**src/rtl/eight_wallace_pkg.sv**
```systemverilog
// eight_wallace_pkg: widths, pipeline latency and Wallace-tree row map (LAT tracks EIGHT_WALLACE_IN_REG_EN)
package eight_wallace_pkg;
  localparam int OP_W = 8;
  localparam int PROD_W = 16;
`ifdef EIGHT_WALLACE_IN_REG_EN
  localparam int LAT = 2;
`else
  localparam int LAT = 1;
`endif
  // Rows 0-7 partial products, then 8-13, 14-17, 18-20 and 21-22 per reduction stage (8>6>4>3>2)
  localparam int NROWS = 23;
  localparam int NGRP = 6;
  localparam int NPASS = 3;
  localparam int GRP_IN [NGRP] = '{0, 3, 8, 11, 14, 18};
  localparam int GRP_OUT [NGRP] = '{8, 10, 14, 16, 18, 21};
  localparam int PASS_SRC [NPASS] = '{6, 7, 17};
  localparam int PASS_DST [NPASS] = '{12, 13, 20};
  localparam int FIN = NROWS - 2;
endpackage

```
**src/rtl/eight_wallace_full_adder.sv**
```systemverilog
// full_adder: one-bit 3:2 compressor; with z tied low it acts as a half adder
module full_adder (
  input  logic x,
  input  logic y,
  input  logic z,
  output logic s,
  output logic co
);
  assign s = x ^ y ^ z;
  assign co = (x & y) | (x & z) | (y & z);
endmodule

```
**src/rtl/eight_wallace.sv**
```systemverilog
// eight_wallace: registered unsigned 8x8 Wallace-tree multiplier; EIGHT_WALLACE_IN_REG_EN adds an input register stage
module eight_wallace
  import eight_wallace_pkg::*;
(
  input  logic              clk,
  input  logic              rst,
  input  logic              in_valid,
  input  logic [OP_W-1:0]   a,
  input  logic [OP_W-1:0]   b,
  output logic              out_valid,
  output logic [PROD_W-1:0] prod
);
  logic [OP_W-1:0] a_t, b_t;
  logic v_t;
`ifdef EIGHT_WALLACE_IN_REG_EN
  always_ff @(posedge clk) begin
    a_t <= rst ? '0 : a;
    b_t <= rst ? '0 : b;
    v_t <= rst ? 1'b0 : in_valid;
  end
`else
  assign a_t = a;
  assign b_t = b;
  assign v_t = in_valid;
`endif
  logic [PROD_W-1:0] row [NROWS];
  for (genvar i = 0; i < OP_W; i++) begin : g_pp
    assign row[i] = PROD_W'(a_t & {OP_W{b_t[i]}}) << i;
  end
  // Each group compresses three rows into a sum row and a left-shifted carry row
  for (genvar g = 0; g < NGRP; g++) begin : g_csa
    localparam int I = GRP_IN[g];
    localparam int O = GRP_OUT[g];
    logic [PROD_W-1:0] s;
    logic [PROD_W-2:0] c;
    for (genvar k = 0; k < PROD_W - 1; k++) begin : g_fa
      full_adder u_fa (.x(row[I][k]), .y(row[I+1][k]), .z(row[I+2][k]), .s(s[k]), .co(c[k]));
    end
    assign s[PROD_W-1] = row[I][PROD_W-1] ^ row[I+1][PROD_W-1] ^ row[I+2][PROD_W-1];
    assign row[O] = s;
    assign row[O+1] = {c, 1'b0};
  end
  for (genvar p = 0; p < NPASS; p++) begin : g_pass
    assign row[PASS_DST[p]] = row[PASS_SRC[p]];
  end
  // Ripple CPA; the carry out of the top bit is always 0 for 8-bit operands, so it is never formed
  logic [PROD_W-1:0] sum, cy;
  assign cy[0] = 1'b0;
  for (genvar k = 0; k < PROD_W - 1; k++) begin : g_cpa
    full_adder u_fa (.x(row[FIN][k]), .y(row[FIN+1][k]), .z(cy[k]), .s(sum[k]), .co(cy[k+1]));
  end
  assign sum[PROD_W-1] = row[FIN][PROD_W-1] ^ row[FIN+1][PROD_W-1] ^ cy[PROD_W-1];
  always_ff @(posedge clk) begin
    prod <= rst ? '0 : sum;
    out_valid <= rst ? 1'b0 : v_t;
  end
endmodule

```
**config.mk**
```make
export PLATFORM = sky130hd
export DESIGN_NAME = eight_wallace
export DESIGN_NICKNAME = d
export VERILOG_FILES = /design/src/rtl/eight_wallace_pkg.sv /design/src/rtl/eight_wallace_full_adder.sv /design/src/rtl/eight_wallace.sv
export SDC_FILE = /design/constraint.sdc
export NUM_CORES = 1
export LEC_CHECK = 0
export CELL_PAD_IN_SITES_DETAIL_PLACEMENT = 0
export CELL_PAD_IN_SITES_GLOBAL_PLACEMENT = 1
export CORE_MARGIN = 8
export CORE_UTILIZATION = 45
export DETAILED_ROUTE_END_ITERATION = 16
export PLACE_DENSITY = 0.87
export SLEW_MARGIN = 25
export SYNTH_ARGS = -nofsm -noshare
export SYNTH_HDL_FRONTEND = slang
export SYNTH_SLANG_ARGS = --single-unit
```
**constraint.sdc**
```tcl
create_clock -name clk -period 12.6 [get_ports clk]
set_input_delay 3.15 -clock clk [delete_from_list [all_inputs] [get_ports clk]]
set_output_delay 3.15 -clock clk [all_outputs]
set_load 0.01 [all_outputs]
```
; ---- After elaboration in Yosys (flattened, before gate mapping)
; Index checks and enable logic that the tools add are counted.
; W data, S select, Z words.
[totals]
inputBits = 19
out_inout_bits = 17
register_bits = 17
[op_classes]
bitwise_logic = 532
[ops]
columns = cell, n
row1 = $and A1 B1 Y1, 187
row2 = $or A1 B1 Y1, 140
row3 = $xor A1 B1 Y1, 139
row4 = $and A8 B8 Y8, 8
row5 = $and A1 B1 Y1 const AB, 23
row6 = $xor A1 B1 Y1 const B, 12
row7 = $xor A1 B1 Y1 const AB, 11
row8 = $and A1 B1 Y1 const A, 9
row9 = $xor A1 B1 Y1 const A, 2
row10 = $and A1 B1 Y1 const B, 1

; ---- Longest topological paths before layout
[depth]
depth_word = 39
depth_mapped = 21

; ---- Cells and area by module
; From an unflattened synthesis, not the netlist that was laid out.
[hier_totals]
hier_cells = 209
hier_area_um2 = 3024.2
[modules_own_cells]
columns = mod, area_each_um2, cells_each, n_inst
row1 = full_adder, 20.0, 1, 105
row2 = eight_wallace, 922.1, 104, 1

; ---- Worst setup path after synthesis
; OpenSTA, ideal clock, no wires.
[synth_timing]
path_type = input port to flip-flop
startpoint = in a[5]
endpoint = reg prod[15]
stages = 20
arrival_ns = 8.846
slack_ns = 3.640
setup_ns = 0.115
path_cell_list = nand2_1 > fa_1 > fa_1 > inv_1 > fa_1 > ha_1 > ha_1 > inv_1 > fa_1 > fa_1 > inv_1 > fa_1 > fa_1 > fa_1 > fa_1 > fa_1 > fa_1 > fa_1 > xnor2_1 > nor2_1
[synth_between]
elab_chain_len = 37
word_cells_on_any_way = 256
[synth_rtl]
columns = item, line_no
row1 = start: declaration, eight_wallace.sv:8  ; input logic [OP_W-1:0] a,
row2 = $and A8 B8 Y8, eight_wallace.sv:28  ; assign row[i] = PROD_W'(a_t & {OP_W{b_t[i]}}) << i;
row3 = $and A1 B1 Y1 / $xor A1 B1 Y1 (equally long branches), "eight_wallace_full_adder.sv:10, eight_wallace_full_adder.sv:9"
row4 = $or A1 B1 Y1 / $xor A1 B1 Y1 (equally long branches), "eight_wallace_full_adder.sv:10, eight_wallace_full_adder.sv:9"
row5 = $or A1 B1 Y1 (tied with other cells), eight_wallace_full_adder.sv:10  ; assign co = (x & y) | (x & z) | (y & z);
row6 = $xor A1 B1 Y1 / $or A1 B1 Y1 (equally long branches), "eight_wallace_full_adder.sv:9, eight_wallace_full_adder.sv:10"
row7 = $xor A1 B1 Y1 (tied with other cells), eight_wallace_full_adder.sv:9  ; assign s = x ^ y ^ z;
row8 = $xor A1 B1 Y1 / $or A1 B1 Y1 (equally long branches) (2 in series), "eight_wallace_full_adder.sv:9, eight_wallace_full_adder.sv:10"
row9 = $xor A1 B1 Y1 / $and A1 B1 Y1 (equally long branches), "eight_wallace_full_adder.sv:9, eight_wallace_full_adder.sv:10"
row10 = [... 18 more ...], n/a
row11 = $and A1 B1 Y1, eight_wallace_full_adder.sv:10
row12 = $or A1 B1 Y1 (2 in series), eight_wallace_full_adder.sv:10
row13 = $and A1 B1 Y1, eight_wallace_full_adder.sv:10
row14 = $or A1 B1 Y1 (2 in series), eight_wallace_full_adder.sv:10
row15 = $and A1 B1 Y1, eight_wallace_full_adder.sv:10
row16 = $or A1 B1 Y1, eight_wallace_full_adder.sv:10
row17 = $or A1 B1 Y1 (*), eight_wallace_full_adder.sv:10
row18 = $xor A1 B1 Y1 (*), eight_wallace.sv:52  ; assign sum[PROD_W-1] = row[FIN][PROD_W-1] ^ row[FIN+1][PROD_W-1] ^ cy[PROD_W-1];
row19 = end signal: assignment, eight_wallace.sv:54  ; prod <= rst ? '0 : sum;
row20 = end: declaration, eight_wallace.sv:11  ; output logic [PROD_W-1:0] prod
; Every way passes the cells marked *; elsewhere a longest branch is shown, timed or not.
; A chain may end at the register's enable or synchronous reset.

; ---- Worst setup path in the final report
[layout_timing]
startpoint = in b[0]
endpoint = reg prod[15]
[layout_between]
elab_chain_len = 39
word_cells_on_any_way = 193
[layout_rtl]
columns = item, line_no
row1 = start: declaration, eight_wallace.sv:9  ; input logic [OP_W-1:0] b,
row2 = $and A8 B8 Y8 (*), eight_wallace.sv:28
row3 = $and A1 B1 Y1, eight_wallace_full_adder.sv:10
row4 = $or A1 B1 Y1 (2 in series), eight_wallace_full_adder.sv:10
row5 = $and A1 B1 Y1, eight_wallace_full_adder.sv:10
row6 = $or A1 B1 Y1 (2 in series), eight_wallace_full_adder.sv:10
row7 = $and A1 B1 Y1 / $xor A1 B1 Y1 (equally long branches), "eight_wallace_full_adder.sv:10, eight_wallace_full_adder.sv:9"
row8 = $or A1 B1 Y1 / $xor A1 B1 Y1 (equally long branches) (2 in series), "eight_wallace_full_adder.sv:10, eight_wallace_full_adder.sv:9"
row9 = $xor A1 B1 Y1 / $and A1 B1 Y1 (equally long branches), "eight_wallace_full_adder.sv:9, eight_wallace_full_adder.sv:10"
row10 = [... 20 more ...], n/a
row11 = $or A1 B1 Y1 (*), eight_wallace_full_adder.sv:10
row12 = $and A1 B1 Y1, eight_wallace_full_adder.sv:10
row13 = $or A1 B1 Y1, eight_wallace_full_adder.sv:10
row14 = $or A1 B1 Y1 (*), eight_wallace_full_adder.sv:10
row15 = $and A1 B1 Y1, eight_wallace_full_adder.sv:10
row16 = $or A1 B1 Y1, eight_wallace_full_adder.sv:10
row17 = $or A1 B1 Y1 (*), eight_wallace_full_adder.sv:10
row18 = $xor A1 B1 Y1 (*), eight_wallace.sv:52
; Marks and branches as above.

==> impl_results.md <==
* Tightest hold margin at 3.51 ns
* ANT cells at 0
* Net Count, Synth at 287
* Antenna violations before repair at 0
* # DRC at 0
* Final Cycle Share at 75.8%
* Status: complete, no violations
* Adder-cell share of the synthesized area at 54.3%
* CTS Buf Count at 3
* Mux cell area share after synthesis at 0%
* CTS sink count at 17
* First-pass GRT wire length at 6960 µm
* WS Path Type: input pin to flip-flop
* H-tree lvl count at 1
* Largest family of logic cells by synthesized area: adder cells
* Final hold violations at 0
* Netlist cell types at 11
* Slew @ Worst Pin at 0.537 ns
* Crit path capture: prod[15]
* Placed cell areas at 0.00251 mm²
* Syn avg cell area at 10.3 µm²
* RSZ-0062 raised after global routing: no
* Xor and xnor area share after synthesis at 0.416%
* Arr. time, crit path at 9.67 ns
* Die Area at 0.00712 mm²
* Post-synthesis cell area at 0.00210 mm²
* GRT Overall Usage at 11.8%
* Pins Over Slew Limit at 0
* Pin count of the biggest net entering global routing at 18
* Switching power at 0.111 mW
* Switching share of power at 36.5%
* Avg WL per Cell at 12.9 µm
* Setup tns final at 0 ns
* Clock Root Buffer: clkbuf_8
* Worst min path class: input pin to flip-flop
* Worst setup EP type: flip-flop
* Core Rows at 25
* HPWL after DPL at 3420 µm
* Share of cells above drive strength 1 at 4.12%
* Post-cts sizing count at 0
* Gate power share at 63.1%
* Setup bufs post-CTS at 0
* Die H at 84.4 µm
* Vias at 1,409
* Clock transition at path regs at 0.06 ns
* Post-synthesis sequential area ratio at 16.2%
* Top Ports at 36
* Number of nets in the layout at 326
* Compound-Gate Fraction of Synth Area at 0%
* Post-route setup slack at 3.04 ns
* Port bufs at 35
* CTS tree: built
* Vias in the first global route at 1,570
* Req. time, crit path at 12.71 ns
* Worst vdd ir at 77.8 µV
* Post-Synth Simple-Gate Area at 21.1%
* Maximum clock path buffer count at 2
* Post-Route WL at 3830 µm
* FF+latch count, synth at 17
* Leakage at 1.23 nW
* Power density cells at 119 mW/mm²
* Initial Util at 45.4%
* Flop pwr share at 24.2%
* Synth-to-layout area growth at 21.5%
* F_max at 105 MHz
* Pre-antenna DRT Iters at 4
* Initial drt markers at 30
* Syn Inst Count at 205
* Routability congestion estimate at 0.826
* Pint at 0.193 mW
* GR Overflow Total at 0
* Ys Warns at 0
* Die Span X at 84.4 µm
* Slew HR at 64.1%
* Clk pwr share at 12.7%
* Antenna viol nets, final at 0
* Non-filler cells, final at 297
* Final Cell Area at 0.00255 mm²
* Crit path time final at 9.56 ns
* Startpoint Class: input pin
* Avg Vias per Cell at 4.74
* Max Cap Viol at 0
* Inst Count DP at 293
* DP Worst Slack at 2.75 ns
* Final Setup Violations at 0
* CP startpoint: b[0]
* Core box area at 0.00463 mm²
* Hold bufs inserted after CTS at 0
* Crit Path Max Fanout at 8
## power groups by stage
stage	clock (mW)	sequential [mW]	combinational (mW)
4_1_cts	0.0399	0.0739	0.200
3_3_place_gp	0	0.0749	0.196
6_report	0.0384	0.0736	0.192
3_5_place_dp	0	0.0752	0.199
5_1_grt	0.0436	0.0749	0.226
2_1_floorplan	0	0.0832	0.118
## worst min-delay path by stage
stage	cells after the start	start	slack, ns	endpoint
3_3_place_gp	2	in_valid	3.75	out_valid
3_5_place_dp	2	in_valid	3.76	out_valid
2_1_floorplan	2	b[0]	3.26	prod[0]
4_1_cts	2	in_valid	3.51	out_valid
5_1_grt	2	in_valid	3.52	out_valid
6_report	2	in_valid	3.51	out_valid
## cell type report
type	instances	area, µm²
fillers	433	2070
multi-input cells	145	1590
repair buffers	35	350
flip-flops and latches	17	340
inverters	42	158
well taps	54	67.6
clock buffers	4	45.0
## cells by family (layout without fill, tap and decap cells)
| kind of cell | count (synthesis) | in the layout |
|---|---|---|
| XOR/XNOR | 1 | 1 |
| flip-flops | 17 | 17 |
| AND/OR/NAND/NOR | 81 | 81 |
| adder cells (fa/ha/maj) | 63 | 63 |
| buffers and inverters | 43 | 81 |
## metal layers
layer	track usage [%]	vias up	part of all wire (%)	wire [µm]
li1	-	667	-	-
met1	14.3	712	40	1540
met2	21.6	28	56	2130
met3	2.34	2	3.8	145
met4	1.46	0	0.50	19
met5	0	-	0	0
## cells in the mapped netlist, drive strengths merged
cell | instances | area share, %
nand2 | 28 | 5.0
buf | 1 | 0.54
dfxtp | 17 | 16
and2 | 36 | 11
and2b | 7 | 2.9
nor2b | 6 | 1.8
xnor2 | 1 | 0.42
fa | 47 | 45
ha | 16 | 9.5
inv | 42 | 7.5
nor2 | 4 | 0.71
## cells in the final DEF (no fill, tap or decap)
master           Yosys  routed
nand2_1             28      28
nor2b_1              6       6
and2_1              36      36
dfxtp_1             17      17
clkbuf_8             0       3
and2b_2              7       7
clkbuf_1             0       1
clkdlybuf4s50_1      0      35
xnor2_1              1       1
nor2_1               4       4
ha_1                16      16
fa_1                47      47
inv_1               42      42
## stage by stage
stage	util (%)	total power, mW
5_1_grt	55.2	0.344
2_1_floorplan	-	0.201
3_5_place_dp	54.2	0.274
4_1_cts	55.2	0.314
6_report	55.2	0.304
3_3_place_gp	54.2	0.271
## worst max-delay path, stage by stage
cell             delay, ns
clkdlybuf4s50_1       0.63
nand2_1               0.13
fa_1                  0.52
fa_1                  0.54
inv_1                 0.05
fa_1                  0.47
ha_1                  0.30
ha_1                  0.20
inv_1                 0.06
fa_1                  0.17
fa_1                  0.16
inv_1                 0.05
fa_1                  0.37
fa_1                  0.40
fa_1                  0.46
fa_1                  0.47
fa_1                  0.46
fa_1                  0.46
fa_1                  0.44
xnor2_1               0.14
nor2_1                0.05
## sequential cells by signal, indices dropped and copies added, names as in the netlist
name,count
prod,16
out_valid,1
Note: power is estimated with default switching activity, not from simulation.
